$ cat src/rtl/store_write_buffer_pkg.sv
// -----------------------------------------------------------------------------
// store_write_buffer_pkg
// Shared definitions for the store write buffer, the LSU and the memory-model
// wrapper: address/data/mask widths and the packed store entry type.
// -----------------------------------------------------------------------------
`timescale 1ns/1ps
package store_write_buffer_pkg;

   localparam int AW = 32;        // address width
   localparam int DW = 32;        // data width
   localparam int MW = DW / 8;    // byte-mask width

   // Field order matters: addr occupies the most significant bits.
   typedef struct packed {
      logic [AW-1:0] addr;
      logic [DW-1:0] data;
      logic [MW-1:0] mask;
   } store_entry_t;

   localparam int EW = $bits(store_entry_t);

endpackage

$ cat src/rtl/store_write_buffer_sync_fifo.sv
// -----------------------------------------------------------------------------
// sync_fifo
// In-order circular FIFO with per-entry valid bits. The head entry is read
// combinationally so it can be presented the cycle after it was written.
// All entries and their valid bits are exported so the owner can search the
// pending contents (e.g. for address hazards).
//
// Ports:
//   clock    in   rising-edge clock
//   reset_n  in   asynchronous active-low reset (pointers, count, valid bits)
//   push     in   write wdata at tail (ignored when full)
//   wdata    in   entry to enqueue
//   pop      in   retire the head entry (ignored when empty)
//   rdata    out  head entry
//   full     out  count == DEPTH
//   empty    out  count == 0
//   count    out  number of stored entries, 0..DEPTH
//   entries  out  all storage slots, slot i at [i*W +: W]
//   valid    out  per-slot occupancy
// -----------------------------------------------------------------------------
`timescale 1ns/1ps
module sync_fifo #(
   parameter int DEPTH = 4,
   parameter int W     = 8
) (
   input  logic                       clock,
   input  logic                       reset_n,
   input  logic                       push,
   input  logic [W-1:0]               wdata,
   input  logic                       pop,
   output logic [W-1:0]               rdata,
   output logic                       full,
   output logic                       empty,
   output logic [$clog2(DEPTH):0]     count,
   output logic [DEPTH*W-1:0]         entries,
   output logic [DEPTH-1:0]           valid
);

   localparam int PW = $clog2(DEPTH);
   localparam int CW = PW + 1;

   logic [W-1:0]    mem_reg [DEPTH];
   logic [PW-1:0]   head_reg;
   logic [PW-1:0]   tail_reg;
   logic [CW-1:0]   count_reg;
   logic [DEPTH-1:0] valid_reg;
   logic            do_push;
   logic            do_pop;

   assign full    = (count_reg == CW'(DEPTH));
   assign empty   = (count_reg == '0);
   assign count   = count_reg;
   assign valid   = valid_reg;
   assign rdata   = mem_reg[head_reg];

   assign do_push = push && !full;
   assign do_pop  = pop && !empty;

   // Pointers wrap naturally because DEPTH is a power of two.
   always_ff @(posedge clock or negedge reset_n) begin
      if (!reset_n) begin
         head_reg  <= '0;
         tail_reg  <= '0;
         count_reg <= '0;
      end else begin
         if (do_push) tail_reg <= tail_reg + PW'(1);
         if (do_pop)  head_reg <= head_reg + PW'(1);
         case ({do_push, do_pop})
            2'b10:   count_reg <= count_reg + CW'(1);
            2'b01:   count_reg <= count_reg - CW'(1);
            default: count_reg <= count_reg;
         endcase
      end
   end

   // Payload needs no reset; occupancy is tracked by valid_reg/count_reg.
   always_ff @(posedge clock) begin
      if (do_push) mem_reg[tail_reg] <= wdata;
   end

   genvar gi;
   generate
      for (gi = 0; gi < DEPTH; gi++) begin : g_slot
         assign entries[gi*W +: W] = mem_reg[gi];

         // Push and pop never target the same slot in one cycle: that would
         // need count==0 (pop blocked) or count==DEPTH (push blocked).
         always_ff @(posedge clock or negedge reset_n) begin
            if (!reset_n) begin
               valid_reg[gi] <= 1'b0;
            end else if (do_push && (tail_reg == PW'(gi))) begin
               valid_reg[gi] <= 1'b1;
            end else if (do_pop && (head_reg == PW'(gi))) begin
               valid_reg[gi] <= 1'b0;
            end
         end
      end
   endgenerate

endmodule

$ cat src/rtl/store_write_buffer.sv
// -----------------------------------------------------------------------------
// store_write_buffer
// Buffers LSU stores in an in-order FIFO and drains them one per handshake to
// the data-memory write port. Flags loads whose word matches a pending store.
//
// Ports:
//   clock       in   rising-edge clock
//   reset_n     in   asynchronous active-low reset; discards pending stores
//   req_valid   in   LSU store request valid
//   req_ready   out  buffer can accept (not full; independent of mem_wready)
//   req_addr    in   store byte address
//   req_data    in   store data, already lane-shifted
//   req_mask    in   byte enables; an all-zero mask is accepted and dropped
//   mem_wvalid  out  head entry presented to memory
//   mem_wready  in   memory accepts the write this cycle
//   mem_waddr   out  head address (0 when idle)
//   mem_wdata   out  head data (0 when idle)
//   mem_wmask   out  head mask (0 when idle)
//   ld_addr     in   address of the load in the LSU
//   ld_hit      out  a pending store covers ld_addr's word
//   empty       out  no pending stores
// -----------------------------------------------------------------------------
`timescale 1ns/1ps
module store_write_buffer
   import store_write_buffer_pkg::*;
#(
   parameter int DEPTH = 4
) (
   input  logic          clock,
   input  logic          reset_n,
   input  logic          req_valid,
   output logic          req_ready,
   input  logic [AW-1:0] req_addr,
   input  logic [DW-1:0] req_data,
   input  logic [MW-1:0] req_mask,
   output logic          mem_wvalid,
   input  logic          mem_wready,
   output logic [AW-1:0] mem_waddr,
   output logic [DW-1:0] mem_wdata,
   output logic [MW-1:0] mem_wmask,
   input  logic [AW-1:0] ld_addr,
   output logic          ld_hit,
   output logic          empty
);

   localparam int CW = $clog2(DEPTH) + 1;

   store_entry_t        req_entry;
   store_entry_t        head_entry;
   logic [EW-1:0]       fifo_rdata;
   logic [DEPTH*EW-1:0] fifo_entries;
   logic [DEPTH-1:0]    fifo_valid;
   logic                fifo_full;
   logic                fifo_empty;
   logic [CW-1:0]       fifo_count;
   logic                push;
   logic                pop;
   logic [DEPTH-1:0]    hit_vec;
   logic [DEPTH-1:0]    unused_payload;
   logic                unused_ld_lsb;

   assign req_entry = '{addr: req_addr, data: req_data, mask: req_mask};

   // Ready depends only on occupancy, so a full buffer refuses a request
   // even when the head drains in the same cycle.
   assign req_ready = !fifo_full;

   // Zero-mask stores complete the handshake but are never stored, which
   // also guarantees the memory port never sees an all-zero mask.
   assign push = req_valid && req_ready && (req_mask != '0);

   assign mem_wvalid = (fifo_count != '0);
   assign pop        = mem_wvalid && mem_wready;
   assign empty      = fifo_empty;

   sync_fifo #(
      .DEPTH (DEPTH),
      .W     (EW)
   ) u_fifo (
      .clock   (clock),
      .reset_n (reset_n),
      .push    (push),
      .wdata   (req_entry),
      .pop     (pop),
      .rdata   (fifo_rdata),
      .full    (fifo_full),
      .empty   (fifo_empty),
      .count   (fifo_count),
      .entries (fifo_entries),
      .valid   (fifo_valid)
   );

   assign head_entry = fifo_rdata;

   // Head payload is unreset storage; hold the port at zero while idle.
   assign mem_waddr = mem_wvalid ? head_entry.addr : '0;
   assign mem_wdata = mem_wvalid ? head_entry.data : '0;
   assign mem_wmask = mem_wvalid ? head_entry.mask : '0;

   // Word-granular hazard search over every occupied slot, including the
   // head while it is being retired this cycle.
   genvar gi;
   generate
      for (gi = 0; gi < DEPTH; gi++) begin : g_hazard
         store_entry_t slot;
         assign slot = fifo_entries[gi*EW +: EW];
         assign hit_vec[gi] = fifo_valid[gi] &&
                              (slot.addr[AW-1:2] == ld_addr[AW-1:2]);
         assign unused_payload[gi] = ^{slot.data, slot.mask, slot.addr[1:0]};
      end
   endgenerate

   assign ld_hit        = |hit_vec;
   assign unused_ld_lsb = ^ld_addr[1:0];

endmodule

$ cat config.mk
export PLATFORM = sky130hd
export DESIGN_NAME = store_write_buffer
export DESIGN_NICKNAME = d
export VERILOG_FILES = /design/src/rtl/store_write_buffer_pkg.sv /design/src/rtl/store_write_buffer_sync_fifo.sv /design/src/rtl/store_write_buffer.sv
export SDC_FILE = /design/constraint.sdc
export NUM_CORES = 1
export LEC_CHECK = 0
export CAP_MARGIN = 0
export CORE_MARGIN = 4
export CORE_UTILIZATION = 25
export DETAILED_ROUTE_END_ITERATION = 7
export SYNTH_ARGS = -nofsm -noshare
export SYNTH_HDL_FRONTEND = slang
export SYNTH_HIERARCHICAL = 1
export SYNTH_SLANG_ARGS = --single-unit
$ cat constraint.sdc
create_clock -name clock -period 5.21 [get_ports clock]
set_clock_uncertainty 0.05 [all_clocks]
set_input_delay 0.7815 -clock clock [delete_from_list [all_inputs] [get_ports clock]]
set_output_delay 0.7815 -clock clock [all_outputs]
set_load 0.01 [all_outputs]
== After elaboration in Yosys (flattened, before gate mapping) ==
Memories as Yosys holds them, arrays and structs flattened.
Cells that the tools add are included.

* Add/sub/neg operators: 4
* Equal/unequal tests: 13
* Multiplexer cells: 14
* Reductions and logical operators: 30

{| class="wikitable"
|+ Operator list
! cell !! number
|-
| 30-bit == test || 4
|-
| 32-bit 2-to-1 mux || 2
|-
| 1-bit logical AND || 17
|-
| 2-bit == test (second input constant) || 5
|-
| 1-bit 2-to-1 mux || 10
|-
| 2-bit nonzero test || 5
|-
| 2-bit by 1-bit == test with 1-bit output (second input constant) || 3
|-
| 3-bit one-hot mux with 2 select lines || 1
|-
| 2-bit by 1-bit adder with 2-bit output (second input constant) || 2
|-
| 2-bit zero test || 2
|-
| 4-bit 2-to-1 mux || 1
|-
| 4-bit nonzero test || 1
|-
| 4-bit OR reduction || 1
|-
| 3-bit by 1-bit adder with 3-bit output (second input constant) || 1
|-
| 3-bit == test (second input constant) || 1
|-
| 3-bit zero test || 1
|-
| 3-bit nonzero test || 1
|-
| 3-bit by 1-bit subtractor with 3-bit output (second input constant) || 1
|-
| 1-bit zero test || 2
|}

* Bits in registers: 11
* Bits in writable memories: 272
* Input bits: 104
* Output and inout port bits: 72
* Logic and storage cells: 69
* Memories kept: 1

{| class="wikitable"
|+ Memory list
! memory !! words !! bits a word !! read ports !! clocked after Yosys merged registers in !! write ports !! RTL line !! RTL
|-
| u_fifo.mem_reg || 4 || 68 || 5 || 0 || 1 || store_write_buffer_sync_fifo.sv:42 || <nowiki>logic [W-1:0] mem_reg [DEPTH];</nowiki>
|}

== Logic depth before layout (Yosys ltp) ==
Gate-level depths: netlist (run 1).

* Depth in word-level cells: 7
* Gate-level depth with buffers: 12
* Depth with buffers taken out: 11

== By module ==
The synthesis (run 1) kept the hierarchy.

{| class="wikitable"
|+ By module, submodules not included
! module !! instances !! cells an instance !! area an instance (um^2) !! seq. area each (um^2)
|-
| sync_fifo || 1 || 414 || 10455.0 || 8443.1
|-
| store_write_buffer || 1 || 249 || 1856.8 || 0.0
|}

== Worst setup path before layout (run 1) ==
No wires, ideal clock.

* Path type: in2reg
* Start point: input port req_mask[0]
* End point: memory u_fifo/mem_reg[0][0] (netlist bit) (enable)
* Setup time: 0.434 ns
* Arrival time: 2.974 ns
* Data required time: 4.726 ns
* Slack: 1.753 ns
* Stages on the path: 5
* Path buffers: 1
* Cell sequence: or4_1 -> and3_1 -> nor2b_1 -> buf_2 -> and2_1

* Longest elaborated chain between the ends: 5

{| class="wikitable"
|+ Ends and longest elaborated chain
! what !! RTL line !! RTL
|-
| from (decl) || store_write_buffer.sv:35 || <nowiki>input logic [MW-1:0] req_mask,</nowiki>
|-
| 4-bit nonzero test || store_write_buffer.sv:70 || <nowiki>assign push = req_valid && req_ready && (req_mask != '0);</nowiki>
|-
| 1-bit logical AND || store_write_buffer.sv:70 ||
|-
| via push || store_write_buffer.sv:56 || <nowiki>logic push;</nowiki>
|-
| 1-bit logical AND || store_write_buffer_sync_fifo.sv:56 || <nowiki>assign do_push = push && !full;</nowiki>
|-
| 1-bit 2-to-1 mux || store_write_buffer_sync_fifo.sv:78 || <nowiki>if (do_push) mem_reg[tail_reg] <= wdata;</nowiki>
|-
| 1-bit 2-to-1 mux (implied by the code) || store_write_buffer_sync_fifo.sv:78 ||
|-
| to (decl) || store_write_buffer_sync_fifo.sv:42 ||
|}

The timed path passes the listed nets, and every way through them passes these cells.

== Worst setup path in the final report (run 1) ==
* Start point: input port ld_addr[5]
* End point: output port ld_hit

* Longest elaborated chain between the ends: 3
* Elaborated cells between the ends (all ways): 9
* Those cells by class: eq/ne (4); reduce/logical (5)

{| class="wikitable"
|+ Ends and longest elaborated chain
! what !! RTL line !! RTL
|-
| from (decl) || store_write_buffer.sv:41 || <nowiki>input logic [AW-1:0] ld_addr,</nowiki>
|-
| 30-bit == test || store_write_buffer.sv:108 || <nowiki>(slot.addr[AW-1:2] == ld_addr[AW-1:2]);</nowiki>
|-
| 1-bit logical AND || store_write_buffer.sv:107 || <nowiki>assign hit_vec[gi] = fifo_valid[gi] &&</nowiki>
|-
| 4-bit OR reduction * || store_write_buffer.sv:113 || <nowiki>assign ld_hit = |hit_vec;</nowiki>
|-
| to (decl) || store_write_buffer.sv:42 || <nowiki>output logic ld_hit,</nowiki>
|}

Mark *: on every way between the ends. The rest lies on a longest branch, timed or not.

==> reports/results.ini, run 1 <==
[timing]
layout_setup_ws_ns=1.13
relSlewSlack=0.442
fin_crit_sh=0.782
max_freq_mhz=245
worstMarginPinSlew_ns=0.835
min_period_ns=4.08
rsz0062_at_grt=false
setup_viol_count_final=0
maxSlewViolCount=0
tns_ns=0
final_hold_viol_count=0

[synthesis]
synth_ff_type=edfxtp_1
synth_cell_types=30
synth.net_count=777
synth_warnings=6
synth-seq-cells=283
avgSynthCellArea_sq_um=18.6
synthTopCellsByCount=272 x edfxtp_1, 78 x xnor2_1, 73 x and2_1, 68 x mux4_2, 46 x xor2_1
synth_top_area_share=0.663
ys_seq_area_frac=0.686
synthCells=663
synth_top_area_cell=edfxtp_1
synth_area_leaders=edfxtp_1 66%, mux4_2 12%, xnor2_1 5.5%
synth.most_common_cell=edfxtp_1
synthArstFlopShare=0.0389
synth_area_sq_um=12300
synth-edff-count=272

[grt]
overflow=0
grt_pass1_vias=7117
antenna_found_initial=3
track_usage=0.122
grt_max_degree=60
grt_first_pass_wirelength_microns=48200

[floorplanning]
io_pins=176
dieWidth_microns=230
design.core.area_sq_um=48800
die_y_microns=230
num_rows=81
die_area_sq_um=52900
start_util=0.252

[final_layout]
largest_reg_flops=272
nets=963
num_antenna_cells=0
instances_no_fill=1535
area.growth.synth_to_final_pct=28.3
drive_above_1_share=0.156
fin_util=0.323

[power_and_ir_drop]
p_seq_frac=0.381
p_switching_uw=2690
power.density_nw_per_um2=549
p_leak_uw=0.00501
swShare=0.310
irDropWorstVdd_v=0.000380
pwr-share-comb=0.377
clockPowerShare=0.242
cell_internal_pwr_uw=5990

[routing]
vias=6606
drc=0
ant_nets=0
drtIter0Drc=396
routed_wl_microns=32800
post_drt_wl_per_cell_microns=21.4
post_drt_via_cell_ratio=4.30
first_pass_iters=4

[critical_path]
cp_top_family=buffers and inverters
critPathArrivalTime_ns=3.24
crit_slowest_cell=clkdlybuf4s50_1
slowest_delay_ns=0.57
path_cells=clkdlybuf4s50_1, xnor2_1, nand4_2, nor4_1, nand4_1, nand4_1, clkdlybuf4s50_1
r2r_start=u_fifo/count[1]
cp-start-kind=input pin
critical_path.startpoint=ld_addr[5]
required_ns=4.38
crit_type=in -> out
critPathBufInv=2
cp_max_fo=4
end_kind=output pin

[placed_design]
gp_congestion=0.808
port_buffers=173
dp_slack_ns=1.15
dp_hpwl_microns=22700
dp.cells=1480

[cts]
clock_sinks=283
root_buffer=clkbuf_16
cts_tree=done
postCtsSetupBuffers=0
cts_max_path_buffers=3
hold_buffers=0
cts_resized=0
cts_buffers=31
path_clk_slew_ns=0.06
h-tree-depth=1
clk-insertion-delay-late_ns=0.55

[min_path]
min_from=u_fifo/count[2]
min_path_type=reg -> reg

[outcome]
status=complete, no violations

[run]
drv_cap=0

[layout make-up]
class                           instances  area (sq um)
Fill cell                            4814         33100
Sequential cell                       283          8450
Multi-Input combinational cell        338          3630
Timing Repair Buffer                  186          1880
Tap cell                              664           831
Clock buffer                           35           791
Clock inverter                         20           174
Inverter                                9          33.8
[cells in the final DEF (no fill, tap or decap), types with 6 or more instances in the layout]
cell               n
edfxtp_1         272
clkdlybuf4s50_1  173
xnor2_1           78
and2_1            69
mux4_2            68
xor2_1            46
clkbuf_16         31
nand4_1           24
nor4_1            16
inv_1              9
buf_4              9
ha_1               9
dfrtp_1            9
clkinv_2           8
clkinv_1           7
nand2_1            6
[metrics by stage]
stage | power, uW | hold WS (ns) | instance area (sq um)
2_1_floorplan | 5090 | 0.415 | 12300
3_3_place_gp | 6690 | 0.465 | 14800
3_5_place_dp | 6700 | 0.479 | 14800
4_1_cts | 8860 | 0.490 | 15800
5_1_grt | 9170 | 0.509 | 15800
6_report | 8670 | 0.487 | 15800
[worst paths after layout]
path                                            to  slack [ns]  cells past startpoint
worst min-delay path               u_fifo/count[2]        0.49                      1
worst min register to register     u_fifo/count[2]        0.49                      1
min in group asynchronous          u_fifo/valid[1]        0.53                      1
worst max register to register     u_fifo/count[2]        1.82                     10
worst max-delay path                        ld_hit        1.13                      7
max in group asynchronous       u_fifo/head_reg[1]        4.19                      1
[power by group through the flow]
stage / Combinational, uW / Sequential [uW] / Clock [uW]
finish: 3270 / 3300 / 2100
global route: 3540 / 3360 / 2280
CTS: 3370 / 3320 / 2180
detailed placement: 3340 / 3360 / 0
global placement: 3350 / 3350 / 0
floorplan: 1890 / 3200 / 0
[routing by layer]
layer	GRT usage	up-vias	routed length, microns
met3	0.0361	42	2720
met5	0	-	45
li1	-	2936	-
met4	0.0248	6	518
met2	0.205	223	15800
met1	0.157	3399	13700
[kinds of logic after synthesis]
kind of cell,after synthesis,synth area share
AO/OA/AOI/OAI,7,0.00437
XOR/XNOR,125,0.0895
adder cells (fa/ha/maj),10,0.0108
buffers and inverters,42,0.0201
flip-flops,283,0.686
multiplexers,69,0.125
AND/OR/NAND/NOR,127,0.0641
(Power assumes the default switching activity.)
==> run 2, diff against run 1 <==
- clock period: 5.21 -> 3.41 ns (I/O delays scaled with it)
==> run 2 against run 1 <==
Against the previous run: non-clock buffer count increased by 26; global-route usage decreased by 0.088 points; final cell count increased by 1.9%; wire length decreased by 0.63%; critical path depth unchanged; sequential share of layout area decreased by 0.96 points; highest routed layer unchanged.
==> reports/results.ini, run 2 (synthesized netlist as in run 1, its figures left out) <==
[timing]
maxSlewViolCount=0
final_hold_viol_count=0
fin_crit_sh=0.975
worstMarginPinSlew_ns=0.599
setup_viol_count_final=0
max_freq_mhz=301
hold_ws_ns=0.253
layout_setup_ws_ns=0.0838
relSlewSlack=0.601
rsz0062_at_grt=false
min_period_ns=3.33

[power_and_ir_drop]
p_leak_uw=0.00514
power.density_nw_per_um2=834
irDropWorstVdd_v=0.000577

[routing]
drc=0
vias=6689
post_drt_via_cell_ratio=4.28
drtIter0Drc=349
routed_wl_microns=32600
first_pass_iters=5
ant_nets=0
post_drt_wl_per_cell_microns=20.9

[critical_path]
end_kind=output pin
r2r_start=u_fifo/count[1]
worst-r2r-cell-count=9
crit_type=in -> out
r2r_end=u_fifo/count[2]
critPathArrivalTime_ns=2.76
r2r_slack_ns=1.00
cp-start-kind=input pin
cp_max_fo=4
critical_path.startpoint=ld_addr[8]
required_ns=2.85

[cts]
h-tree-depth=1
path_clk_slew_ns=0.06
clk-insertion-delay-late_ns=0.57
cts_max_path_buffers=3
cts_tree=done
cts_buffers=31
hold_buffers=0
root_buffer=clkbuf_16
clock_sinks=283

[final_layout]
nets=989
drive_above_1_share=0.179
multiInputGateArea_sq_um=3660
fillers=4796
area.growth.synth_to_final_pct=30.6
largest_reg_flops=272
final_common_cell=edfxtp_1
regArea_sq_um=8450
layout_common_cells=272 x edfxtp_1, 173 x clkdlybuf4s50_1, 77 x xnor2_1

[grt]
track_usage=0.121
grt_max_degree=40
overflow=0
grt_pass1_vias=7207
grt_first_pass_wirelength_microns=48100
antenna_found_initial=6

[floorplanning]
num_rows=81
die_y_microns=230
start_util=0.252
io_pins=176
design.core.area_sq_um=48800
die_area_sq_um=52900
dieWidth_microns=230

[placed_design]
gp_congestion=0.830
dp_slack_ns=-0.00740
dp_hpwl_microns=22700
port_buffers=173

[run]
drv_cap=0

[outcome]
status=complete, no violations

[min_path]
min_path_type=in -> async

==> run 2: cell count changes in the layout (fill, tap and decap cells not counted), moves of 3 or more <==
cell      before  now
clkinv_2       8    4
buf_4          9   27
nor4_1        16   13
nor4_2         0    3
clkbuf_1       4   11
buf_12         4   11
==> run 2: worst max path at each step <==
stage / to / slack [ns] / cells past startpoint
finish: ld_hit / 0.08 / 7
global route: ld_hit / 0.03 / 8
CTS: ld_hit / 0.02 / 7
detailed placement: ld_hit / -0.007 / 8
global placement: ld_hit / -0.02 / 8
floorplan: u_fifo/mem_reg[0][0] / 0.15 / 6
==> run 2: area by class of cell <==
cell class / count / area share
antenna: 2 / 0.000311
multi-input combinational: 338 / 0.228
tap: 664 / 0.0517
clock buffer: 42 / 0.0508
sequential: 283 / 0.526
timing repair buffer: 212 / 0.135
inverter: 9 / 0.00210
clock inverter: 14 / 0.00731
==> run 2: critical path: stages <==
cell and delay (ns):
clkdlybuf4s50_1 0.63, xnor2_1 0.17, nand4_1 0.14, nor4_2 0.42
nand4_1 0.16, nand4_1 0.17, clkdlybuf4s50_1 0.57
==> run 2: power by group <==
group	internal, uW	switching (uW)	total, uW
clock network	1810	1310	3120
registers	4590	374	4960
logic	2880	2450	5320
==> run 2: routing by layer <==
layer	vias to the layer above	track usage	wire length (microns)
li1	2999	-	-
met4	8	0.0312	853
met2	222	0.196	15200
met5	-	0	53
met1	3408	0.158	14000
met3	52	0.0379	2550
==> run 2: repair_timing <==
action | in CTS | in global routing
buffers inserted | 0 | 8
pin swaps | 0 | 2
gates resized for setup | 2 | 3
endpoints found under the setup margin | 2 | 9
==> run 2: metrics by stage <==
step | util | TNS, ns | power [uW] | cells | instance area, sq um
after floorplan | - | 0 | 7770 | 663 | 12300
after global placement | 0.308 | -0.0193 | 10400 | 1498 | 15000
after detailed placement | 0.308 | -0.00740 | 10400 | 1498 | 15000
after CTS | 0.327 | 0 | 13600 | 1554 | 16000
after global routing | 0.329 | 0 | 14100 | 1564 | 16100
final | 0.329 | 0 | 13400 | 1564 | 16100
==> run 3, diff against run 2 <==
- ABC_AREA: not set -> 1
- ABC_CLOCK_PERIOD_IN_PS: not set -> 3410
- CORE_UTILIZATION: 25 -> 50
- PLACE_DENSITY: not set -> 0.76
==> run 3 against run 2 <==
Against the previous run: die area shrank 43%; hold slack gained 0.028 ns; total power grew 4.3%; critical endpoint is now mem_waddr[26]; largest power group unchanged; highest routed layer unchanged.
==> reports/results.ini, run 3 <==
[synthesis]
avgSynthCellArea_sq_um=9.09
synth_ff_type=edfxtp_1
synth_top_area_cell=edfxtp_1
synthArstFlopShare=0.0389
synth_cell_types=21
synth_top_area_share=0.601
synthTopCellsByCount=355 x nor2_1, 325 x nand2_1, 272 x edfxtp_1, 183 x inv_1, 150 x o21ai_0
synth.net_count=1610
synth_warnings=6
ys_seq_area_frac=0.621
synth-edff-count=272
synth-seq-cells=283
synth_area_leaders=edfxtp_1 60%, nor2_1 9.8%, nand2_1 9.0%
synth.most_common_cell=nor2_1
synth_area_sq_um=13600
synthCells=1496

[routing]
post_drt_wl_per_cell_microns=18.0
vias=10700
drtIter0Drc=911
post_drt_via_cell_ratio=5.25
first_pass_iters=5
drc=0
routed_wl_microns=36700
ant_nets=0

[power_and_ir_drop]
power.density_nw_per_um2=838
p_leak_uw=0.00686
irDropWorstVdd_v=0.000557

[cts]
hold_buffers=0
cts_max_path_buffers=3
h-tree-depth=1
root_buffer=clkbuf_16
cts_buffers=29
clk-insertion-delay-late_ns=0.54
path_clk_slew_ns=0.06
cts_tree=done
clock_sinks=283

[floorplanning]
start_util=0.506
design.core.area_sq_um=26900
die_y_microns=173
num_rows=60
die_area_sq_um=29900
dieWidth_microns=173
io_pins=176

[placed_design]
dp_hpwl_microns=24200
gp_congestion=0.978
dp_slack_ns=0.277
port_buffers=173

[min_path]
min_path_type=in -> async

[final_layout]
drive_above_1_share=0.0527
nets=1783
largest_reg_flops=272
fin_util=0.621
area.growth.synth_to_final_pct=22.7
final_common_cell=nor2_1
layout_common_cells=355 x nor2_1, 325 x nand2_1, 272 x edfxtp_1

[critical_path]
critPathArrivalTime_ns=2.69
cp-start-kind=register
path_cells=clkinv_2, buf_4, o21ai_0, o21ai_1, inv_1, nor2_1, clkdlybuf4s50_1
crit_type=reg -> out
critical_path.startpoint=u_fifo/head_reg[0]
cp_max_fo=33
crit_slowest_cell=clkdlybuf4s50_1
end_kind=output pin
required_ns=2.85
critPathBufInv=4
cp_top_family=buffers and inverters
r2r_start=u_fifo/count[0]
slowest_delay_ns=0.55

[run]
drv_cap=0

[timing]
final_hold_viol_count=0
setup_viol_count_final=0
relSlewSlack=0.631
max_freq_mhz=307
min_period_ns=3.25
fin_crit_sh=0.954
layout_setup_ws_ns=0.156
rsz0062_at_grt=false
worstMarginPinSlew_ns=0.551
maxSlewViolCount=0
tns_ns=0

[outcome]
status=complete, no violations

[grt]
grt_first_pass_wirelength_microns=55200
track_usage=0.230
overflow=0
grt_pass1_vias=10300
antenna_found_initial=4
grt_max_degree=140

-- run 3: changes by cell type in the layout (fill, tap and decap cells not counted), sizes merged, moves of 4 or more --
cell and change:
nand2 +319, xnor2 -70, mux4 -68, and2 -73
o21ai +234, inv +191, nor2 +356, buf -20
a22o -4, xor2 -43, nand4 -24, nand3 +16
nor4 -15
-- run 3: worst register-to-register path: cells and delay by family (launching register included) --
family	cells	cell delay, ns
buffers and inverters	4	0.84
DFF	1	0.45
and+or+nand+nor	5	0.96
-- run 3: where the power goes --
part           total (uW)  leakage (uW)  switching, uW  internal [uW]
logic                6140       0.00382           3590           2550
clock network        2940      0.000426           1250           1700
registers            4900       0.00261            327           4570
total               14000       0.00686           5160           8820
-- run 3: kinds of logic (layout without fill, tap and decap cells) --
logic type      Yosys count  after routing  share of synthesized area
xor+xnor                 12             12                    0.00773
fa+ha+maj                10             10                    0.00976
flops                   283            283                      0.621
simple gates            701            701                      0.196
other cells               0              2                          0
buf+inv                 254            446                     0.0782
compound gates          236            236                     0.0869
-- run 3: layout make-up --
| class | instances | area [sq um] |
|---|---|---|
| fill | 2187 | 10200 |
| sequential | 283 | 8450 |
| multi-input combinational | 959 | 4090 |
| timing repair buffer | 194 | 2060 |
| clock buffer | 40 | 797 |
| inverter | 202 | 764 |
| tap | 341 | 427 |
| clock inverter | 10 | 88.8 |
| antenna | 2 | 5.00 |
-- run 3: repair_timing --
action                                 in CTS  in global routing
setup buffers                               0                  0
setup endpoints to repair                   2                 25
resized for setup                           1                  3
pin swaps                                   0                  0
endpoints found under the hold margin       0                  0
gates cloned                                0                  2
-- run 3: per-stage QoR --
step	total power (uW)	cells	area [sq um]	hold WS (ns)
after floorplan	8270	1496	13600	0.166
final	14000	2031	16700	0.282
after global placement	10700	1977	15700	0.444
after CTS	13900	2027	16600	0.282
after detailed placement	10900	1977	15700	0.455
after global routing	14900	2031	16700	0.316
-- run 3: path summary, 6_finish.rpt --
check                                   endpoint  depth (start not counted)  slack [ns]
min reg2reg                      u_fifo/valid[0]                          2        0.46
min                              u_fifo/valid[1]                          1        0.28
max in group asynchronous     u_fifo/head_reg[0]                          1        2.62
max                                mem_waddr[26]                          7        0.16
max reg2reg                u_fifo/mem_reg[3][49]                          9        0.79
min in group clock               u_fifo/valid[0]                          2        0.46
-- run 3: routing by layer --
metal	part of all wire	track usage	vias up
li1	-	-	5165
met1	0.40	0.301	4993
met2	0.48	0.392	421
met5	0.00074	0	-
met3	0.085	0.0494	80
met4	0.029	0.0662	4
